===== src/rtl/uart_loader.sv =====
// uart_loader: serial program loader feeding the core's instruction/data BRAM.
// It receives 8N1 bytes on rxd. The first 4 bytes are a little-endian word
// count N. The N little-endian 32-bit words that follow are written to BRAM
// from word address 0 upward, and done is raised when the last word is in.
// Optional feature: define UART_LOADER_ACK_EN to send a single 0xAA acknowledge
// byte on txd when the load completes. When it is undefined, txd is tied high.
module uart_loader #(
    parameter int CLK_PER_HALF_BIT = 434,
    parameter int ADDR_W           = 20
) (
    input  logic              clk,
    input  logic              rstn,
    input  logic              rxd,
    output logic              txd,
    output logic              mem_we,
    output logic [ADDR_W-1:0] mem_addr,
    output logic [31:0]       mem_wdata,
    output logic              busy,
    output logic              done,
    output logic              frame_err
);

    localparam int FULL_BIT = 2 * CLK_PER_HALF_BIT;
    localparam int CNT_W    = $clog2(FULL_BIT);
    localparam logic [CNT_W-1:0] HALF_LAST = CNT_W'(CLK_PER_HALF_BIT - 1);
    localparam logic [CNT_W-1:0] FULL_LAST = CNT_W'(FULL_BIT - 1);

    typedef enum logic [1:0] {RX_IDLE, RX_START, RX_DATA, RX_STOP} rx_state_e;
    typedef enum logic [1:0] {LD_LEN, LD_DATA, LD_DONE} ld_state_e;

    // Synchronizer and receiver state
    logic             rxd_s1_q, rxd_s2_q, rxd_prev_q;
    rx_state_e        rx_state_q, rx_state_d;
    logic [CNT_W-1:0] rx_cnt_q, rx_cnt_d;
    logic [2:0]       rx_bit_q, rx_bit_d;
    logic [7:0]       rx_shift_q, rx_shift_d;
    logic             byte_vld_q, byte_vld_d;
    logic             start_acc;
    logic             stop_bad;

    // Loader state
    ld_state_e        ld_state_q, ld_state_d;
    logic [1:0]       byte_idx_q, byte_idx_d;
    logic [31:0]      len_q, len_d;
    logic [23:0]      word_q, word_d;
    logic [31:0]      word_cnt_q, word_cnt_d;
    logic             mem_we_q, mem_we_d;
    logic [ADDR_W-1:0] mem_addr_q, mem_addr_d;
    logic [31:0]      mem_wdata_q, mem_wdata_d;
    logic             busy_q, busy_d;
    logic             done_q, done_d;
    logic             frame_err_q, frame_err_d;
    logic [31:0]      len_full;

    // Receiver next-state: start-bit glitch check, mid-bit sampling, stop check
    always_comb begin
        // NOTE: every output gets a default first so no path leaves a latch.
        rx_state_d = rx_state_q;
        rx_cnt_d   = rx_cnt_q;
        rx_bit_d   = rx_bit_q;
        rx_shift_d = rx_shift_q;
        byte_vld_d = 1'b0;
        start_acc  = 1'b0;
        stop_bad   = 1'b0;
        case (rx_state_q)
            RX_IDLE: begin
                if (rxd_prev_q && !rxd_s2_q) begin
                    rx_state_d = RX_START;
                    rx_cnt_d   = '0;
                end
            end
            RX_START: begin
                if (rx_cnt_q == HALF_LAST) begin
                    rx_cnt_d = '0;
                    if (rxd_s2_q) begin
                        rx_state_d = RX_IDLE;
                    end else begin
                        rx_state_d = RX_DATA;
                        rx_bit_d   = '0;
                        start_acc  = 1'b1;
                    end
                end else begin
                    rx_cnt_d = rx_cnt_q + 1'b1;
                end
            end
            RX_DATA: begin
                if (rx_cnt_q == FULL_LAST) begin
                    rx_cnt_d   = '0;
                    rx_shift_d = {rxd_s2_q, rx_shift_q[7:1]};
                    rx_bit_d   = rx_bit_q + 1'b1;
                    if (rx_bit_q == 3'd7) begin
                        rx_state_d = RX_STOP;
                    end
                end else begin
                    rx_cnt_d = rx_cnt_q + 1'b1;
                end
            end
            RX_STOP: begin
                if (rx_cnt_q == FULL_LAST) begin
                    rx_cnt_d   = '0;
                    rx_state_d = RX_IDLE;
                    if (rxd_s2_q) begin
                        byte_vld_d = 1'b1;
                    end else begin
                        stop_bad = 1'b1;
                    end
                end else begin
                    rx_cnt_d = rx_cnt_q + 1'b1;
                end
            end
            default: rx_state_d = RX_IDLE;
        endcase
    end

    // The length value as it stands once the current byte is merged in
    always_comb begin
        len_full = len_q;
        len_full[{byte_idx_q, 3'b000} +: 8] = rx_shift_q;
    end

    // Loader next-state: length field, word assembly, BRAM write, completion
    always_comb begin
        ld_state_d  = ld_state_q;
        byte_idx_d  = byte_idx_q;
        len_d       = len_q;
        word_d      = word_q;
        word_cnt_d  = word_cnt_q;
        mem_we_d    = 1'b0;
        mem_addr_d  = mem_addr_q;
        mem_wdata_d = mem_wdata_q;
        busy_d      = busy_q;
        done_d      = done_q;
        frame_err_d = frame_err_q;

        if (ld_state_q != LD_DONE) begin
            if (start_acc) busy_d = 1'b1;
            if (stop_bad) frame_err_d = 1'b1;
        end

        case (ld_state_q)
            LD_LEN: begin
                if (byte_vld_q) begin
                    len_d      = len_full;
                    byte_idx_d = byte_idx_q + 1'b1;
                    if (byte_idx_q == 2'd3) begin
                        if (len_full == 32'd0) begin
                            ld_state_d = LD_DONE;
                            done_d     = 1'b1;
                            busy_d     = 1'b0;
                        end else begin
                            ld_state_d = LD_DATA;
                        end
                    end
                end
            end
            LD_DATA: begin
                // The counter has already been bumped by the write in flight.
                if (mem_we_q && (word_cnt_q == len_q)) begin
                    ld_state_d = LD_DONE;
                    done_d     = 1'b1;
                    busy_d     = 1'b0;
                end else if (byte_vld_q) begin
                    byte_idx_d = byte_idx_q + 1'b1;
                    if (byte_idx_q == 2'd3) begin
                        mem_we_d    = 1'b1;
                        mem_addr_d  = word_cnt_q[ADDR_W-1:0];
                        mem_wdata_d = {rx_shift_q, word_q};
                        word_cnt_d  = word_cnt_q + 32'd1;
                    end else begin
                        word_d[{byte_idx_q, 3'b000} +: 8] = rx_shift_q;
                    end
                end
            end
            default: ;
        endcase
    end

    // State registers for the synchronizer, receiver and loader
    always_ff @(posedge clk or negedge rstn) begin
        if (!rstn) begin
            rxd_s1_q    <= 1'b1;
            rxd_s2_q    <= 1'b1;
            rxd_prev_q  <= 1'b1;
            rx_state_q  <= RX_IDLE;
            rx_cnt_q    <= '0;
            rx_bit_q    <= '0;
            rx_shift_q  <= '0;
            byte_vld_q  <= 1'b0;
            ld_state_q  <= LD_LEN;
            byte_idx_q  <= '0;
            len_q       <= '0;
            word_q      <= '0;
            word_cnt_q  <= '0;
            mem_we_q    <= 1'b0;
            mem_addr_q  <= '0;
            mem_wdata_q <= '0;
            busy_q      <= 1'b0;
            done_q      <= 1'b0;
            frame_err_q <= 1'b0;
        end else begin
            // NOTE: non-blocking so every flop samples pre-edge values.
            rxd_s1_q    <= rxd;
            rxd_s2_q    <= rxd_s1_q;
            rxd_prev_q  <= rxd_s2_q;
            rx_state_q  <= rx_state_d;
            rx_cnt_q    <= rx_cnt_d;
            rx_bit_q    <= rx_bit_d;
            rx_shift_q  <= rx_shift_d;
            byte_vld_q  <= byte_vld_d;
            ld_state_q  <= ld_state_d;
            byte_idx_q  <= byte_idx_d;
            len_q       <= len_d;
            word_q      <= word_d;
            word_cnt_q  <= word_cnt_d;
            mem_we_q    <= mem_we_d;
            mem_addr_q  <= mem_addr_d;
            mem_wdata_q <= mem_wdata_d;
            busy_q      <= busy_d;
            done_q      <= done_d;
            frame_err_q <= frame_err_d;
        end
    end

    assign mem_we    = mem_we_q;
    assign mem_addr  = mem_addr_q;
    assign mem_wdata = mem_wdata_q;
    assign busy      = busy_q;
    assign done      = done_q;
    assign frame_err = frame_err_q;

`ifdef UART_LOADER_ACK_EN
    // Frame sent LSB first: start 0, data 0xAA, stop 1
    localparam logic [9:0] ACK_FRAME = {1'b1, 8'hAA, 1'b0};

    logic             tx_busy_q, tx_busy_d;
    logic [CNT_W-1:0] tx_cnt_q, tx_cnt_d;
    logic [3:0]       tx_bit_q, tx_bit_d;
    logic             txd_q, txd_d;

    // Acknowledge transmitter: launched once, on the transition into LD_DONE
    always_comb begin
        tx_busy_d = tx_busy_q;
        tx_cnt_d  = tx_cnt_q;
        tx_bit_d  = tx_bit_q;
        txd_d     = txd_q;
        if (ld_state_q != LD_DONE && ld_state_d == LD_DONE) begin
            tx_busy_d = 1'b1;
            tx_cnt_d  = '0;
            tx_bit_d  = '0;
            txd_d     = ACK_FRAME[0];
        end else if (tx_busy_q) begin
            if (tx_cnt_q == FULL_LAST) begin
                tx_cnt_d = '0;
                if (tx_bit_q == 4'd9) begin
                    tx_busy_d = 1'b0;
                    txd_d     = 1'b1;
                end else begin
                    tx_bit_d = tx_bit_q + 1'b1;
                    txd_d    = ACK_FRAME[tx_bit_q + 4'd1];
                end
            end else begin
                tx_cnt_d = tx_cnt_q + 1'b1;
            end
        end
    end

    // Transmitter registers; txd idles high
    always_ff @(posedge clk or negedge rstn) begin
        if (!rstn) begin
            tx_busy_q <= 1'b0;
            tx_cnt_q  <= '0;
            tx_bit_q  <= '0;
            txd_q     <= 1'b1;
        end else begin
            tx_busy_q <= tx_busy_d;
            tx_cnt_q  <= tx_cnt_d;
            tx_bit_q  <= tx_bit_d;
            txd_q     <= txd_d;
        end
    end

    assign txd = txd_q;
`else
    assign txd = 1'b1;
`endif

endmodule


===== config.mk =====
export PLATFORM = sky130hd
export DESIGN_NAME = uart_loader
export DESIGN_NICKNAME = d
export VERILOG_FILES = /design/src/rtl/uart_loader.sv
export SDC_FILE = /design/constraint.sdc
export NUM_CORES = 1
export LEC_CHECK = 0
export BUFFER_PORTS_ARGS = -buffer_cell sky130_fd_sc_hd__buf_2
export CORE_MARGIN = 5
export CORE_UTILIZATION = 65
export CTS_CLUSTER_SIZE = 16
export DETAILED_ROUTE_END_ITERATION = 10
export GPL_TIMING_DRIVEN = 0
export HOLD_SLACK_MARGIN = 0.03
export PLACE_DENSITY = 0.85
export SYNTH_ARGS = -nofsm -noshare
export SYNTH_HDL_FRONTEND = slang
export SYNTH_SLANG_ARGS = --single-unit

===== constraint.sdc =====
create_clock -name clk -period 5.9 [get_ports clk]
set_clock_uncertainty 0.2 [all_clocks]
set_input_delay 1.18 -clock clk [delete_from_list [all_inputs] [get_ports clk]]
set_output_delay 1.18 -clock clk [all_outputs]
set_load 0.005 [all_outputs]

# Word level (Yosys, flattened, before mapping)
# Cells that the tools add are included.
# word_totals
ff_bits	175
out_inout_bits	57
inputBits	3
wordCells	119
# classes
n_reduce_logical	19
n_eq_ne	21
muxes	49
n_bitwise	2
n_addsub	5
n_shift	4
# ops
operator	n
$add A32 B1 Y32 const B	1
$bwmux W32	1
$eq A32 B32 Y1	1
$logic_not A32 Y1	1
$shift A8 B7 Y32 const A	1
$shiftx A8 B7 Y32	1
$mux W10	3
$pmux W10 S3	1
$bwmux W24	1
$mux W2	12
$ne A2 B2 Y1 const B	12
$shift A8 B7 Y24 const A	1
$shiftx A8 B7 Y24	1
$mux W1	22
$reduce_and A4 Y1	4
$add A10 B1 Y10 const B	1
$eq A10 B10 Y1 const B	1
$eq A10 B9 Y1 const B	1
$reduce_and A5 Y1	2
$mux W3	3
$pmux W2 S2	2
$pmux W2 S4	1
$reduce_and A2 Y1	4
$neg A5 Y7	1
other kinds (13)	21

# Depth between registers and ports, before layout
# logic_depth
ltp_word	9
mapped_depth	11
depth_no_buf	8

# Least setup slack after synthesis
# Ideal clock, no wire load.
# synth_timing
path_type	reg2reg
start	register byte_idx_q[0]
end	register done_q (netlist: done)
path_slack_ps	3263
t_required_ps	5569
period_less_slack_ps	2637
setup_ps	131
arrival_ps	2306
path_buffers	2
path_stages_with_launch	11
cell_sequence	dfrtp_1 -> buf_2 -> inv_1 -> ha_1 -> clkbuf_1 -> nor4b_2 -> a22o_1 -> o31ai_1 -> nand4b_1 -> nor2_1 -> or3_1
# synth_via
elab_chain_len	6
elab_cells_between_ends	9
cone_classes	add/sub (1); eq/ne (3); shift (2); mux (1); reduce/logical (2)
# synth_rtl
item	line_no	source
from (decl)	43	logic [1:0] byte_idx_q, byte_idx_d;
from (signal assigned)	211	byte_idx_q <= byte_idx_d;
$neg A5 Y7	118	len_full[{byte_idx_q, 3'b000} +: 8] = rx_shift_q;
$shiftx A8 B7 Y32 or $shift A8 B7 Y32 (tied branches)	118	
$bwmux W32	118	
$logic_not A32 Y1	146	if (len_full == 32'd0) begin
$ne A2 B2 Y1 (no line)	--	
$reduce_and A5 Y1 (no line) *	--	
to (signal assigned)	219	done_q <= done_d;
to (decl)	51	logic done_q, done_d;
# Mark *: on every way between the ends. The rest lies on a longest branch, timed or not.
# A chain may end at the register's enable or synchronous reset.

# Worst setup path in the final report
# Same ends and word-level chain as after synthesis.

==> flow_summary_export.csv <==
group,metric,value,unit
finish,fillers,789,
grt,antenna_found_initial,0,
yosys,synth.avg_cell_area,11.4,um2
yosys,yosysSeqAreaShare,0.556,
yosys,syn-cell-area,7880,um2
finish,diodes,0,
clocking,post-cts-setup-buffer-count,0,
yosys,synth_fp_nets,703,
routing,wl_per_cell,19.5,um
timing,drv_slew,0,
yosys,synth_ff_type,"dfrtp_1",
outcome,status,"finished, final reports clean",
finish,fin_util,0.752,
setup_path,cp.required,6.01,ns
yosys,synthArstFlopShare,1.00,
yosys,ys_top_cells_by_area,"dfrtp_1, mux2_2, xnor2_1, o21ai_0, nand2_1",
yosys,yosysMostFrequentCell,"dfrtp_1",
setup_path,path_max_fanout,10,
grt,overflow,0,
routing,route.vias.total,5749,
yosys,ys_types,56,
floorplanning,core_area,12000,um2
finish,fin_area,8990,um2
floorplanning,die_x,120,um
timing,relSlewSlack,0.346,
power,p_per_area,274,nW/um2
timing,hold_viol,0,
yosys,synth-seq-cells,175,
placed_design,dp_cells,896,
finish,layout-drive-gt1-share,0.223,
timing,final-setup-viol-count,0,
yosys,yosysTopAreaCell,"dfrtp_1",
placed_design,dpl.hpwl,12800,um
setup_path,cp-start-kind,"flip-flop",
timing,rsz0062_at_grt,"no",
finish,area_growth,14.1,%
floorplanning,ios,60,
routing,antenna_left,0,
timing,post-route-period-util,0.527,
setup_path,worst_setup_path_end_kind,"flip-flop",
yosys,yosys.area.top_type_share,0.546,
floorplanning,fp.dieH,120,um
clocking,cts_root_buf,"clkbuf_16",
clocking,clockBufferDepth,2,
grt,grtUsageTotal,0.263,
setup_path,critical_path_class,"flip-flop to flip-flop",
routing,drt_wl_total,18100,um
placed_design,dpl-instance-area,8390,um2
clocking,holdBufCountCts,0,
yosys,synthCells,690,
routing,dr.first_iter.drc_count,575,
grt,grt_max_degree,105,
power,power_leakage,4.51,nW
grt,grt_pass1_vias,5835,
clocking,insertion_delay,0.43,ns
finish,layoutNonFillerInstCount,928,
yosys,synth_commonest_cells,"dfrtp_1, o21ai_0, nand2_1",
timing,tns,0,ns
timing,fmax,322,MHz
timing,whs,0.160,ns
routing,drt_first_pass_iters,5,
clocking,clk_pin_slew,0.06,ns
floorplanning,initial_core_util,0.659,
routing,drc,0,
clocking,cts_resized,0,
worst_hold_path,hp-class,"flip-flop to flip-flop",
power,irDropWorstVdd,0.195,mV
clocking,cts_sinks,175,
placed_design,gp_congestion,0.942,
floorplanning,fp-row-count,40,
yosys,yosys_warnings,0,
timing,tightestPinTransition,0.979,ns
yosys,synth_edf_count,0,
clocking,h-tree-depth,4,
clocking,tritoncts,"built",
grt,grt_pass1_wl,29700,um
placed_design,port_buffers,58,
job,maxCapViolCount,0,
routing,viasPerCell,6.20,
finish,finalNetCount,781,
setup_path,crit_arrival,3.22,ns
timing,period_needed,3.11,ns
clocking,numCtsBuffers,17,
floorplanning,die-area,14400,um2
cell families after synthesis:
logic type,Yosys count,share of synthesized area
fa+ha+maj,10,0.0159
simple gates,211,0.144
other cells,1,0.000476
mux,64,0.0910
compound gates,117,0.0933
flops,175,0.556
xor+xnor,64,0.0711
buf+inv,48,0.0281
per-layer routing:
metal | up-vias | track usage | share of wire
met5 | - | 0 | 0
met4 | 0 | 0.125 | 0.033
met3 | 53 | 0.0528 | 0.063
met2 | 235 | 0.429 | 0.49
met1 | 2839 | 0.339 | 0.42
li1 | 2622 | - | -
path summary, 6_finish.rpt:
kind / slack (ns) / startpoint / depth (start not counted) / to
min in group asynchronous: 0.51 / rstn / 1 / word_cnt_q[0]
max: 2.79 / byte_idx_q[0] / 10 / done
max reg2reg: 2.79 / byte_idx_q[0] / 10 / done
min reg2reg: 0.16 / rxd_s1_q / 0 / rxd_s2_q
max in group asynchronous: 4.09 / rstn / 2 / rxd_prev_q
min: 0.16 / rxd_s1_q / 0 / rxd_s2_q
per-stage QoR:
stage	worst slack [ns]	power (W)
after floorplan	3.26	0.00133
after global placement	0.979	0.00136
after detailed placement	2.86	0.00137
after CTS	2.84	0.00248
after global routing	2.61	0.00256
final	2.79	0.00247
critical path, cell delays in order (launching register included):
cell      delay (ns)
dfrtp_1         0.37
buf_2           0.22
inv_1           0.11
ha_1            0.45
nor4bb_1        0.34
buf_1           0.37
a22o_1          0.20
o31ai_1         0.08
nand4b_1        0.21
nor2_1          0.09
or3_1           0.36
layout make-up:
cell class	instances	area [um2]	area share
Buffer	36	176	0.0196
Clock buffer	24	492	0.0547
Clock inverter	8	105	0.0117
Inverter	12	45.0	0.00501
Multi-Input combinational cell	467	3280	0.365
Sequential cell	175	4380	0.487
Tap cell	147	184	0.0205
Timing Repair Buffer	59	328	0.0365
where the power goes:
group | internal (W) | switching (W)
registers | 0.00122 | 0.0000253
logic | 0.0000422 | 0.0000582
clock network | 0.000669 | 0.000450
total | 0.00193 | 0.000533
registers in the layout, indices dropped and copies added, names as in the netlist, named ones only:
signal / flops
ld_state_q: 2
rxd_prev_q: 1
busy: 1
rxd_s1_q: 1
rxd_s2_q: 1
len_q: 32
rx_state_q: 1
byte_idx_q: 2
done: 1
word_q: 24
rx_cnt_q: 10
frame_err: 1
rx_shift_q: 8
byte_vld_q: 1
mem_addr: 20
mem_wdata: 32
mem_we: 1
word_cnt_q: 32
rx_bit_q: 3
placed cells by master, fill, tap and decap left out, types with 8 or more instances in the layout:
master	count
a21oi_1	8
a22o_1	16
and3_1	13
buf_2	62
clkbuf_1	22
clkbuf_16	17
dfrtp_1	172
ha_1	10
inv_1	12
mux2_2	59
nand2_1	64
nand3_1	22
nand4_1	20
nor2_1	16
nor3_1	22
nor4_1	15
o21ai_0	66
xnor2_1	39
xor2_1	25
Note: power is estimated with default switching activity, not from simulation.
